### config.mk
export PLATFORM = sky130hd
export DESIGN_NAME = adder_operand_loader_flat
export DESIGN_NICKNAME = d
export VERILOG_FILES = /design/src/rtl/adder_operand_loader_if.sv /design/src/rtl/adder_operand_loader.sv /design/src/flat_wrapper.sv
export SDC_FILE = /design/constraint.sdc
export NUM_CORES = 1
export LEC_CHECK = 0
export ABC_AREA = 1
export BUFFER_PORTS_ARGS = -buffer_cell sky130_fd_sc_hd__buf_2
export CORE_MARGIN = 2
export CORE_UTILIZATION = 50
export DETAILED_ROUTE_END_ITERATION = 6
export PLACE_DENSITY = 0.74
export SLEW_MARGIN = 10
export SYNTH_ARGS = -nofsm -noshare
export SYNTH_HDL_FRONTEND = slang
export SYNTH_SLANG_ARGS = --single-unit
### constraint.sdc
create_clock -name clk -period 1.8 [get_ports clk]
set_input_delay 0.18 -clock clk [delete_from_list [all_inputs] [get_ports clk]]
set_output_delay 0.18 -clock clk [all_outputs]
set_load 0.05 [all_outputs]
### src/rtl/adder_operand_loader_if.sv
// Signal bundle between the operand loader and the board (switches, button, adder, display).
// The master side is the loader; the slave side is the board and the adder it feeds.
interface adder_operand_loader_if;
  logic [7:0] sw;
  logic       sw_cin;
  logic       btn_load;
  logic [7:0] s_in;
  logic       cout_in;
  logic [7:0] a;
  logic [7:0] b;
  logic       cin;
  logic [8:0] result;
  logic       result_vld;
  logic [1:0] state;

  modport master (
    input  sw, sw_cin, btn_load, s_in, cout_in,
    output a, b, cin, result, result_vld, state
  );

  modport slave (
    output sw, sw_cin, btn_load, s_in, cout_in,
    input  a, b, cin, result, result_vld, state
  );
endinterface

### src/rtl/adder_operand_loader.sv
// Operand stage for the 8-bit ripple adder: a debounced LOAD button steps the
// A / B+Cin capture sequence, and the adder's {Cout,S} is registered for display.
module adder_operand_loader #(
  parameter int unsigned DebounceCycles = 1000000
) (
  input logic                    clk,
  input logic                    rst,
  adder_operand_loader_if.master bus
);

  localparam int unsigned CntW = (DebounceCycles > 1) ? $clog2(DebounceCycles) : 1;
  localparam logic [CntW-1:0] CntMax = CntW'(DebounceCycles - 1);

  typedef enum logic [1:0] {
    StLoadA  = 2'b00,
    StLoadB  = 2'b01,
    StSettle = 2'b10,
    StShow   = 2'b11
  } state_e;

  logic [1:0]      sync_q;
  logic            deb_q, deb_d;
  logic            deb_prev_q;
  logic [CntW-1:0] cnt_q, cnt_d;
  logic            press;

  state_e     state_q, state_d;
  logic [7:0] a_q, a_d;
  logic [7:0] b_q, b_d;
  logic       cin_q, cin_d;
  logic [8:0] result_q, result_d;
  logic       vld_q, vld_d;

  // Button path: 2-FF synchroniser, stability counter, rising-edge detect.
  always_ff @(posedge clk) begin
    if (rst) begin
      sync_q     <= '0;
      deb_q      <= 1'b0;
      deb_prev_q <= 1'b0;
      cnt_q      <= '0;
    end else begin
      sync_q     <= {sync_q[0], bus.btn_load};
      deb_q      <= deb_d;
      deb_prev_q <= deb_q;
      cnt_q      <= cnt_d;
    end
  end

  always_comb begin
    deb_d = deb_q;
    cnt_d = '0;
    if (sync_q[1] != deb_q) begin
      if (cnt_q == CntMax) begin
        deb_d = ~deb_q;
      end else begin
        cnt_d = cnt_q + CntW'(1);
      end
    end
  end

  assign press = deb_q & ~deb_prev_q;

  // FSM state register.
  always_ff @(posedge clk) begin
    if (rst) begin
      state_q <= StLoadA;
    end else begin
      state_q <= state_d;
    end
  end

  // FSM next state.
  always_comb begin
    state_d = state_q;
    unique case (state_q)
      StLoadA:  if (press) state_d = StLoadB;
      StLoadB:  if (press) state_d = StSettle;
      StSettle: state_d = StShow;
      StShow:   if (press) state_d = StLoadB;
      default:  state_d = StLoadA;
    endcase
  end

  // FSM outputs: next values of the operand and result registers.
  always_comb begin
    a_d      = a_q;
    b_d      = b_q;
    cin_d    = cin_q;
    result_d = result_q;
    vld_d    = vld_q;
    unique case (state_q)
      StLoadA: begin
        if (press) a_d = bus.sw;
      end
      StLoadB: begin
        if (press) begin
          b_d   = bus.sw;
          cin_d = bus.sw_cin;
        end
      end
      StSettle: begin
        // Adder inputs have been stable since the B load, so its outputs are valid here.
        result_d = {bus.cout_in, bus.s_in};
        vld_d    = 1'b1;
      end
      StShow: begin
        if (press) begin
          a_d   = bus.sw;
          vld_d = 1'b0;
        end
      end
      default: ;
    endcase
  end

  always_ff @(posedge clk) begin
    if (rst) begin
      a_q      <= '0;
      b_q      <= '0;
      cin_q    <= 1'b0;
      result_q <= '0;
      vld_q    <= 1'b0;
    end else begin
      a_q      <= a_d;
      b_q      <= b_d;
      cin_q    <= cin_d;
      result_q <= result_d;
      vld_q    <= vld_d;
    end
  end

  assign bus.a          = a_q;
  assign bus.b          = b_q;
  assign bus.cin        = cin_q;
  assign bus.result     = result_q;
  assign bus.result_vld = vld_q;
  assign bus.state      = state_q;

endmodule
### src/flat_wrapper.sv
// flat-port wrapper written by rule: the top's interface ports become plain ports
module adder_operand_loader_flat 
#(
  parameter int unsigned DebounceCycles = 1000000
)
  (clk, rst, bus_sw, bus_sw_cin, bus_btn_load, bus_s_in, bus_cout_in, bus_a, bus_b, bus_cin, bus_result, bus_result_vld, bus_state);
  adder_operand_loader_if bus_i ();
  input logic clk;
  input logic rst;
  input wire logic [$bits(bus_i.sw)-1:0] bus_sw;
  input wire logic [$bits(bus_i.sw_cin)-1:0] bus_sw_cin;
  input wire logic [$bits(bus_i.btn_load)-1:0] bus_btn_load;
  input wire logic [$bits(bus_i.s_in)-1:0] bus_s_in;
  input wire logic [$bits(bus_i.cout_in)-1:0] bus_cout_in;
  output wire logic [$bits(bus_i.a)-1:0] bus_a;
  output wire logic [$bits(bus_i.b)-1:0] bus_b;
  output wire logic [$bits(bus_i.cin)-1:0] bus_cin;
  output wire logic [$bits(bus_i.result)-1:0] bus_result;
  output wire logic [$bits(bus_i.result_vld)-1:0] bus_result_vld;
  output wire logic [$bits(bus_i.state)-1:0] bus_state;
  assign bus_i.sw = bus_sw;
  assign bus_i.sw_cin = bus_sw_cin;
  assign bus_i.btn_load = bus_btn_load;
  assign bus_i.s_in = bus_s_in;
  assign bus_i.cout_in = bus_cout_in;
  assign bus_a = bus_i.a;
  assign bus_b = bus_i.b;
  assign bus_cin = bus_i.cin;
  assign bus_result = bus_i.result;
  assign bus_result_vld = bus_i.result_vld;
  assign bus_state = bus_i.state;
  adder_operand_loader #(.DebounceCycles(DebounceCycles)) u_core (.clk(clk), .rst(rst), .bus(bus_i));
endmodule
Yosys cells after proc, flatten, opt, wreduce, memory -nomap -nowiden

Index checks and enable logic that the tools add are counted.
Widths: inputs -> output; s select.

Muxes and demuxes: 5
Equality and inequality tests: 8
Reductions and logical operators: 9
$add $sub $neg: 1
Bitwise gates (word level): 4

Operator list:

| operator              | number |
|---|---|
| $add 20x1->20 const B | 1 |
| $eq 20x20->1 const B  | 1 |
| $reduce_and 2->1      | 5 |
| $ne 2x1->1 const B    | 3 |
| $pmux 2 s3            | 1 |
| $eq 2x2->1 const B    | 2 |
| $mux 2                | 2 |
| $not 1->1             | 3 |
| $reduce_or 3->1       | 1 |
| $eq 2x1->1 const B    | 1 |
| $logic_not 2->1       | 1 |
| $pmux 1 s2            | 1 |
| $reduce_bool 2->1     | 1 |
| $reduce_or 2->1       | 1 |
| $and 1x1->1           | 1 |
| $mux 1                | 1 |
| $ne 1x1->1            | 1 |

Logic and storage cells: 37
Output and inout bits: 29
Register bits after elaboration: 53
Input bits: 21

Longest topological paths before layout

Gate-level depths: netlist of run 1.

Depth after elaboration: 4
Gate-level depth with buffers: 9
Mapped depth without buffers: 9

Worst setup path after synthesis of run 1

Ideal clock, no wire load.

Path kind: reg2reg
Start: register u_core.state_q[0], in the netlist u_core.bus.state[0]
End: register u_core.a_q[0], in the netlist u_core.bus.a[0]
Data required time: 1.668 ns
Cell stages (with the launch flop): 7
Setup slack: 0.110 ns
Buffers on the path: 0
Period minus slack after synthesis: 1.690 ns
Arrival: 1.558 ns
Library setup time: 0.132 ns
Path through: dfxtp_1 -> inv_1 -> ha_1 -> nand2_2 -> clkinv_1 -> nand2_1 -> a21oi_1

Cells in the longest elaborated chain, start to end: 3
Elaborated cells on any way between the ends: 4
Those cells by class: eq/ne (1); reduce/logical (3)

Ends and longest elaborated chain:

| item                                                 | RTL line                    | source |
|---|---|---|
| start: declaration                                   | adder_operand_loader.sv:27  | `state_e state_q, state_d;` |
| start signal: assignment                             | adder_operand_loader.sv:66  | `state_q <= StLoadA;` |
| start signal: assignment                             | adder_operand_loader.sv:68  | `state_q <= state_d;` |
| $eq 2x2->1 / $logic_not 2->1 (equally long branches) | adder_operand_loader.sv:91  | `unique case (state_q)` |
| $reduce_or 2->1 (no source line) (*)                 | --                          |  |
| $reduce_and 2->1 (no source line) (*)                | --                          |  |
| end signal: assignment                               | adder_operand_loader.sv:118 | `a_q <= '0;` |
| end signal: assignment                               | adder_operand_loader.sv:124 | `a_q <= a_d;` |
| end: declaration                                     | adder_operand_loader.sv:28  | `logic [7:0] a_q, a_d;` |

Every way passes the cells marked *; elsewhere a longest branch is shown, timed or not.
A chain may end at the register's enable or synchronous reset.

Worst setup path in the final report of run 1

Start: register u_core.cnt_q[0]
End: register u_core.cnt_q[16]

Cells in the longest elaborated chain, start to end: 2
Elaborated cells on any way between the ends: 3
Those cells by class: add/sub (1); eq/ne (1); reduce/logical (1)

Ends and longest elaborated chain:

| item                                                  | RTL line                   | source |
|---|---|---|
| start: declaration                                    | adder_operand_loader.sv:24 | `logic [CntW-1:0] cnt_q, cnt_d;` |
| start signal: assignment                              | adder_operand_loader.sv:45 | `cnt_q <= cnt_d;` |
| branches (longest 2 deep; another with $add 20x1->20) | --                         |  |

Several ways; the timed one is not identified.

==> impl_metrics.json, run 1 <==
{
  "outcome": "finished, final reports clean",
  "switching_power_uw": 997.7,
  "startpoint_type": "flop",
  "fin_util": 0.6117,
  "initial_core_util": 0.5238,
  "met3_length_microns": 215,
  "grt_antenna_before_repair": 0,
  "synth_fp_nets": 334,
  "die_area_sq_mm": 0.005185,
  "max-vdd-ir-drop_v": 0.0009032,
  "synth_simple_gate_area_frac": 0.3366,
  "p_int_uw": 1757,
  "p_per_area_mw_per_mm2": 1020,
  "syn_area_per_cell_sq_um": 7.483,
  "hold_fix_buffer_count_after_cts": 0,
  "first_global_vias": 1905,
  "clk_path_buf_depth": 2,
  "hold_depth": 3,
  "drt_wl_total_microns": 4730,
  "switching_share": 0.3622,
  "post_synth_mux_area_share": 0,
  "antenna_cells_inserted": 0,
  "final_design_area_excluding_fillers_sq_mm": 0.002700,
  "crit_arrival_ns": 1.77,
  "grt_use_total": 0.1919,
  "detailedRoute.firstPassIterationCount": 4,
  "hold_path.class": "in -> reg",
  "grt_first_pass_wirelength_microns": 8066,
  "boundaryPins": 50,
  "worstSkewPairLatency_ns": 0.30,
  "net_count_reported_at_finish": 387,
  "final.setup_skew_ns": 0.008936,
  "rr_worst_depth": 6,
  "max-slew-margin-rel": 0.7544,
  "crit_fanout": 18,
  "cp.depth": 6,
  "die_y_microns": 72.01,
  "area_delta_synth_final_pct": 16.77,
  "gp_congestion": 0.8738,
  "postRouteAntennaNets": 0,
  "setup.reg_to_reg.worst_slack_ns": 0.22,
  "overflow": 0,
  "p_leak_uw": 0.001051,
  "routed_wire_length_per_instance_microns": 11.40,
  "numClockSinks": 53,
  "pre_cts_ws_ns": 0.2290,
  "worst-slew-pin-transition_ns": 0.3685,
  "synth_compound_gate_area_share": 0.08820,
  "drc": 0,
  "largest_net_degree_at_the_start_of_global_routing": 23,
  "report.final.setup_viol": 0,
  "postSynthRegisterBits": 53,
  "h_tree_level_count": 2,
  "final_hold_viol_count": 0,
  "kind_of_cell_adding_the_most_delay_to_the_critical_path": "simple AND/OR/NAND/NOR gates",
  "syn-instance-count": 309,
  "netlist-cell-type-count": 30,
  "period_needed_ns": 1.584,
  "cp.buffers_inverters": 0,
  "rsz0062_at_grt": "no",
  "synth_sequential_area_ratio": 0.4589,
  "drv_cap": 0,
  "timing.critical_path.slowest_stage_cell": "sky130_fd_sc_hd__dfxtp_1",
  "cts_setup_buffers": 0,
  "p_seq_frac": 0.483,
  "report.final.slew_viol_count": 0,
  "cts_tree": "built",
  "synth.cell_area_sq_mm": 0.002312,
  "wl_met2_microns": 2214,
  "worstSetupPathType": "reg -> reg",
  "yosys.area_share.adder": 0.02165,
  "share_comb_of_total_power": 0.263,
  "multi_input_comb_area_sq_mm": 0.001120,
  "dpl.hpwl_microns": 3546,
  "timing.critical_path.to_type": "flop",
  "floorplan.rows": 24,
  "timing.fmax_mhz": 631.3,
  "finalSetupTns_ns": 0,
  "synth_top_family_by_area": "simple AND/OR/NAND/NOR gates",
  "placed_cell_area_sq_mm": 0.002604,
  "filler_cell_count": 435,
  "setup_slack_ns": 0.2158,
  "die_w_microns": 72.01,
  "total_area_of_sequential_cells_sq_mm": 0.001061,
  "count_of_input_and_output_buffers": 49,
  "fraction_of_final_layout_cells_sized_beyond_drive_strength_1": 0.2397,
  "root_buffer": "sky130_fd_sc_hd__clkbuf_8",
  "crit_required_ns": 1.99,
  "cts.reportedPaths.clkPinSlew_ns": 0.09,
  "vias": 2038,
  "detail_route.iter0.violations": 144,
  "cp_slowest_stage_delay_ns": 0.44,
  "synth-warning-count": 0,
  "via_per_inst": 4.911,
  "drt_met1_wl_microns": 2247,
  "number_of_buffers_created_by_cts": 5,
  "post_cts.resized_instances": 0,
  "synthXorXnorAreaFrac": 0.03788,
  "placeableCoreArea_sq_mm": 0.004414,
  "final_period_utilization": 0.8801,
  "total_power_uw": 2755,
  "crit_path_cell_trace": "ha_1 > nand3_4 > nor2_2 > nand3_2 > nand2_4 > nor2_1",
  "highest-signal-layer": "met4",
  "power.clock.fraction": 0.254
}
[sequential cells by signal, summed over array words and instances (netlist names)]
signal and flops:
u_core.bus.a 8, u_core.bus.result 9, u_core.sync_q 2, u_core.deb_q 1, u_core.bus.cin 1, u_core.bus.result_vld 1, u_core.deb_prev_q 1, u_core.cnt_q 20
u_core.bus.state 2, u_core.bus.b 8
[metal layers]
layer  vias to the layer above  GRT usage
li1                       1075          -
met1                       908     0.2513
met2                        49     0.3241
met3                         6    0.03889
met4                         0    0.05031
met5                         -          0
[stage by stage]
stage | std cells | hold slack, ns
floorplan | 309 | 0.2585
global placement | 407 | 0.3844
detailed placement | 407 | 0.4076
CTS | 415 | 0.07409
global route | 415 | 0.09320
finish | 415 | 0.07998
[worst min-delay path: stages]
cell,delay [ns]
sky130_fd_sc_hd__buf_2,0.10
sky130_fd_sc_hd__inv_1,0.04
sky130_fd_sc_hd__nor2_1,0.03
[final timing paths]
kind	from	to
setup / recovery	u_core.cnt_q[0]	u_core.cnt_q[16]
hold / removal	bus_btn_load	u_core.sync_q[0]
setup reg to reg	u_core.cnt_q[0]	u_core.cnt_q[16]
hold reg to reg	u_core.sync_q[0]	u_core.sync_q[1]
[cells in the mapped netlist (all sizes together)]
cell type | count | share of area
nor2 | 74 | 0.14
o21ai | 12 | 0.026
ha | 4 | 0.022
nand2 | 74 | 0.13
dfxtp | 53 | 0.46
inv | 21 | 0.034
clkbuf | 3 | 0.0054
nand3 | 17 | 0.047
xor2 | 7 | 0.027
xnor2 | 3 | 0.011
clkinv | 3 | 0.0049
a21oi | 25 | 0.056
nor3 | 2 | 0.0043
buf | 3 | 0.012
or2 | 2 | 0.0054
and2 | 1 | 0.0027
a211oi | 2 | 0.0065
nand4 | 3 | 0.0081
[logic make-up (layout without fill, tap and decap cells)]
kind of cell | Yosys count | count (layout)
xor gates and xnor gates | 10 | 10
adders and majority gates | 4 | 4
and+or+nand+nor | 173 | 173
DFF | 53 | 53
buffers and inverters | 30 | 84
AOI/OAI and AO/OA | 39 | 39
[layout make-up]
cell class	instances	share of cell area
Multi-Input combinational cell	226	0.4147
Sequential cell	53	0.3930
Timing Repair Buffer	52	0.09917
Inverter	24	0.03336
Clock buffer	6	0.03058
Tap cell	52	0.02410
Clock inverter	2	0.005097
[cells in the final DEF, fill, tap and decap left out]
cell type,instances
sky130_fd_sc_hd__xnor2_1,3
sky130_fd_sc_hd__nand3_4,1
sky130_fd_sc_hd__nor2_4,2
sky130_fd_sc_hd__clkbuf_8,6
sky130_fd_sc_hd__nand2_4,1
sky130_fd_sc_hd__inv_1,20
sky130_fd_sc_hd__or2_0,1
sky130_fd_sc_hd__nor3_1,2
sky130_fd_sc_hd__inv_2,1
sky130_fd_sc_hd__dfxtp_1,53
sky130_fd_sc_hd__clkinv_1,3
sky130_fd_sc_hd__nand3_2,2
sky130_fd_sc_hd__a211oi_1,2
sky130_fd_sc_hd__clkinv_4,1
sky130_fd_sc_hd__a21oi_2,1
sky130_fd_sc_hd__or2_2,1
sky130_fd_sc_hd__ha_1,4
sky130_fd_sc_hd__nand2_1,68
sky130_fd_sc_hd__nand3_1,14
sky130_fd_sc_hd__nand4_1,3
sky130_fd_sc_hd__nand2_2,5
sky130_fd_sc_hd__nor2_2,13
sky130_fd_sc_hd__o21ai_0,12
sky130_fd_sc_hd__nor2_1,59
sky130_fd_sc_hd__and2_1,1
sky130_fd_sc_hd__xor2_1,7
sky130_fd_sc_hd__buf_4,3
sky130_fd_sc_hd__a21oi_1,24
sky130_fd_sc_hd__buf_2,49
sky130_fd_sc_hd__clkinv_2,1
[power groups by stage]
stage	combinational [uW]	sequential (uW)	clock, uW
2_1_floorplan	188	1730	0
3_3_place_gp	723	1360	0
3_5_place_dp	731	1360	0
4_1_cts	733	1330	724
5_1_grt	780	1350	762
6_report	724	1330	699
Note: power is estimated with default switching activity, not from simulation.
==> run 2, diff against run 1 <==
--- a/config.mk
+++ b/config.mk
@@ -7,7 +7,7 @@
 export LEC_CHECK = 0
 export ABC_AREA = 1
 export BUFFER_PORTS_ARGS = -buffer_cell sky130_fd_sc_hd__buf_2
-export CORE_MARGIN = 2
+export CORE_MARGIN = 3
 export CORE_UTILIZATION = 50
 export DETAILED_ROUTE_END_ITERATION = 6
 export PLACE_DENSITY = 0.74
==> run 2 against run 1 <==
Effect of this change: clock power rose by 18%; critical endpoint is now u_core.cnt_q[19]; critical path depth unchanged; global-route usage down 0.23 points.
==> impl_metrics.json, run 2 (synthesized netlist as in run 1, its figures left out) <==
{
  "timing.critical_path.slowest_stage_cell": "sky130_fd_sc_hd__dfxtp_1",
  "hold_fix_buffer_count_after_cts": 0,
  "final_period_utilization": 0.8761,
  "grt_use_total": 0.1896,
  "first_global_vias": 1907,
  "p_leak_uw": 0.001059,
  "gp_congestion": 0.8795,
  "cp.buffers_inverters": 0,
  "worstSkewPairLatency_ns": 0.30,
  "die_y_microns": 74.01,
  "cts_tree": "built",
  "initial_core_util": 0.5238,
  "placeableCoreArea_sq_mm": 0.004414,
  "crit_arrival_ns": 1.77,
  "via_per_inst": 5.019,
  "grt_antenna_before_repair": 0,
  "outcome": "finished, final reports clean",
  "detailedRoute.firstPassIterationCount": 4,
  "share_comb_of_total_power": 0.252,
  "largest_net_degree_at_the_start_of_global_routing": 23,
  "cts.reportedPaths.clkPinSlew_ns": 0.09,
  "numClockSinks": 53,
  "mostFrequentLayoutCells": "sky130_fd_sc_hd__nand2_1, sky130_fd_sc_hd__nor2_1, sky130_fd_sc_hd__dfxtp_1",
  "floorplan.rows": 24,
  "largest_register_ff_count": 20,
  "regMostFlops": "u_core.cnt_q",
  "clk_path_buf_depth": 2,
  "period_needed_ns": 1.577,
  "vias": 2083,
  "crit_path_cell_trace": "ha_1 > nand3_4 > nor2_2 > nand3_2 > nand2_4 > nor2_1",
  "number_of_buffers_created_by_cts": 5,
  "kind_of_cell_adding_the_most_delay_to_the_critical_path": "simple AND/OR/NAND/NOR gates",
  "routed_wire_length_per_instance_microns": 11.61,
  "report.final.slew_viol_count": 0,
  "power.clock.fraction": 0.285,
  "dpl.hpwl_microns": 3555,
  "die_area_sq_mm": 0.005477,
  "postRouteAntennaNets": 0,
  "cts_setup_buffers": 0,
  "post_cts.resized_instances": 0,
  "filler_cell_count": 383,
  "overflow": 0,
  "drv_cap": 0,
  "net_count_reported_at_finish": 387,
  "final_common_cell": "sky130_fd_sc_hd__nand2_1",
  "crit_required_ns": 1.99,
  "final.setup_skew_ns": 0.009324,
  "boundaryPins": 50,
  "p_per_area_mw_per_mm2": 1063,
  "switching_share": 0.3433,
  "drc": 0,
  "timing.fmax_mhz": 634.1,
  "cp_slowest_stage_delay_ns": 0.42,
  "drt_wl_total_microns": 4817,
  "timing.critical_path.to_type": "flop",
  "switching_power_uw": 992.3,
  "startpoint_type": "flop",
  "die_w_microns": 74.01,
  "p_int_uw": 1898,
  "report.final.setup_viol": 0,
  "area_delta_synth_final_pct": 17.64,
  "worstSetupPathType": "reg -> reg",
  "worst-slew-pin-transition_ns": 0.3960,
  "multi_input_comb_area_sq_mm": 0.001120,
  "fraction_of_final_layout_cells_sized_beyond_drive_strength_1": 0.2369,
  "grt_first_pass_wirelength_microns": 8204,
  "crit_fanout": 18,
  "max-slew-margin-rel": 0.7360,
  "antenna_cells_inserted": 0,
  "max-vdd-ir-drop_v": 0.0009976,
  "fin_util": 0.6162,
  "root_buffer": "sky130_fd_sc_hd__clkbuf_8",
  "rsz0062_at_grt": "no",
  "h_tree_level_count": 2,
  "count_of_input_and_output_buffers": 49,
  "detail_route.iter0.violations": 118,
  "final_hold_viol_count": 0,
  "total_area_of_sequential_cells_sq_mm": 0.001061,
  "p_seq_frac": 0.462,
  "finalSetupTns_ns": 0,
  "hold_path.class": "in -> reg"
}
[run 2: worst min-delay path, delay by kind of cell]
kind	cells	cell delay, ns
buf+inv	2	0.13
simple gates	1	0.03
[run 2: final timing paths]
check                         from               end  slack [ns]  cells past startpoint
hold reg to reg   u_core.sync_q[0]  u_core.sync_q[1]        0.41                      2
setup / recovery   u_core.cnt_q[0]  u_core.cnt_q[19]        0.22                      6
hold / removal        bus_btn_load  u_core.sync_q[0]        0.08                      3
setup reg to reg   u_core.cnt_q[0]  u_core.cnt_q[19]        0.22                      6
[run 2: power by group through the flow]
stage,sequential (uW),clock [uW],combinational [uW]
floorplan,1730,0,188
global placement,1360,0,724
detailed placement,1360,0,736
CTS,1340,849,737
global route,1350,889,782
finish,1340,825,729
[run 2: routing by layer]
metal,track usage,up-vias,share of wire
li1,-,1078,-
met2,0.3061,66,0.46
met4,0.06237,0,0.012
met3,0.05270,9,0.066
met1,0.2456,930,0.46
met5,0,-,0
[run 2: stage by stage]
step	cell area [sq um]	total power (uW)	instances	hold slack (ns)	setup WS [ns]
after floorplan	2312	1913	309	0.2585	0.1102
after global placement	2604	2082	407	0.3907	0.2912
after detailed placement	2604	2096	407	0.4007	0.2009
after CTS	2720	2921	415	0.07190	0.1945
after global routing	2720	3017	415	0.07458	0.08551
final	2720	2890	415	0.07790	0.2230
[run 2: final cells by class]
type                            instances  area share
Inverter                               24     0.03312
Multi-Input combinational cell        226      0.4117
Clock inverter                          1     0.01104
Timing Repair Buffer                   52     0.09844
Sequential cell                        53      0.3901
Clock buffer                            7     0.03174
Tap cell                               52     0.02392
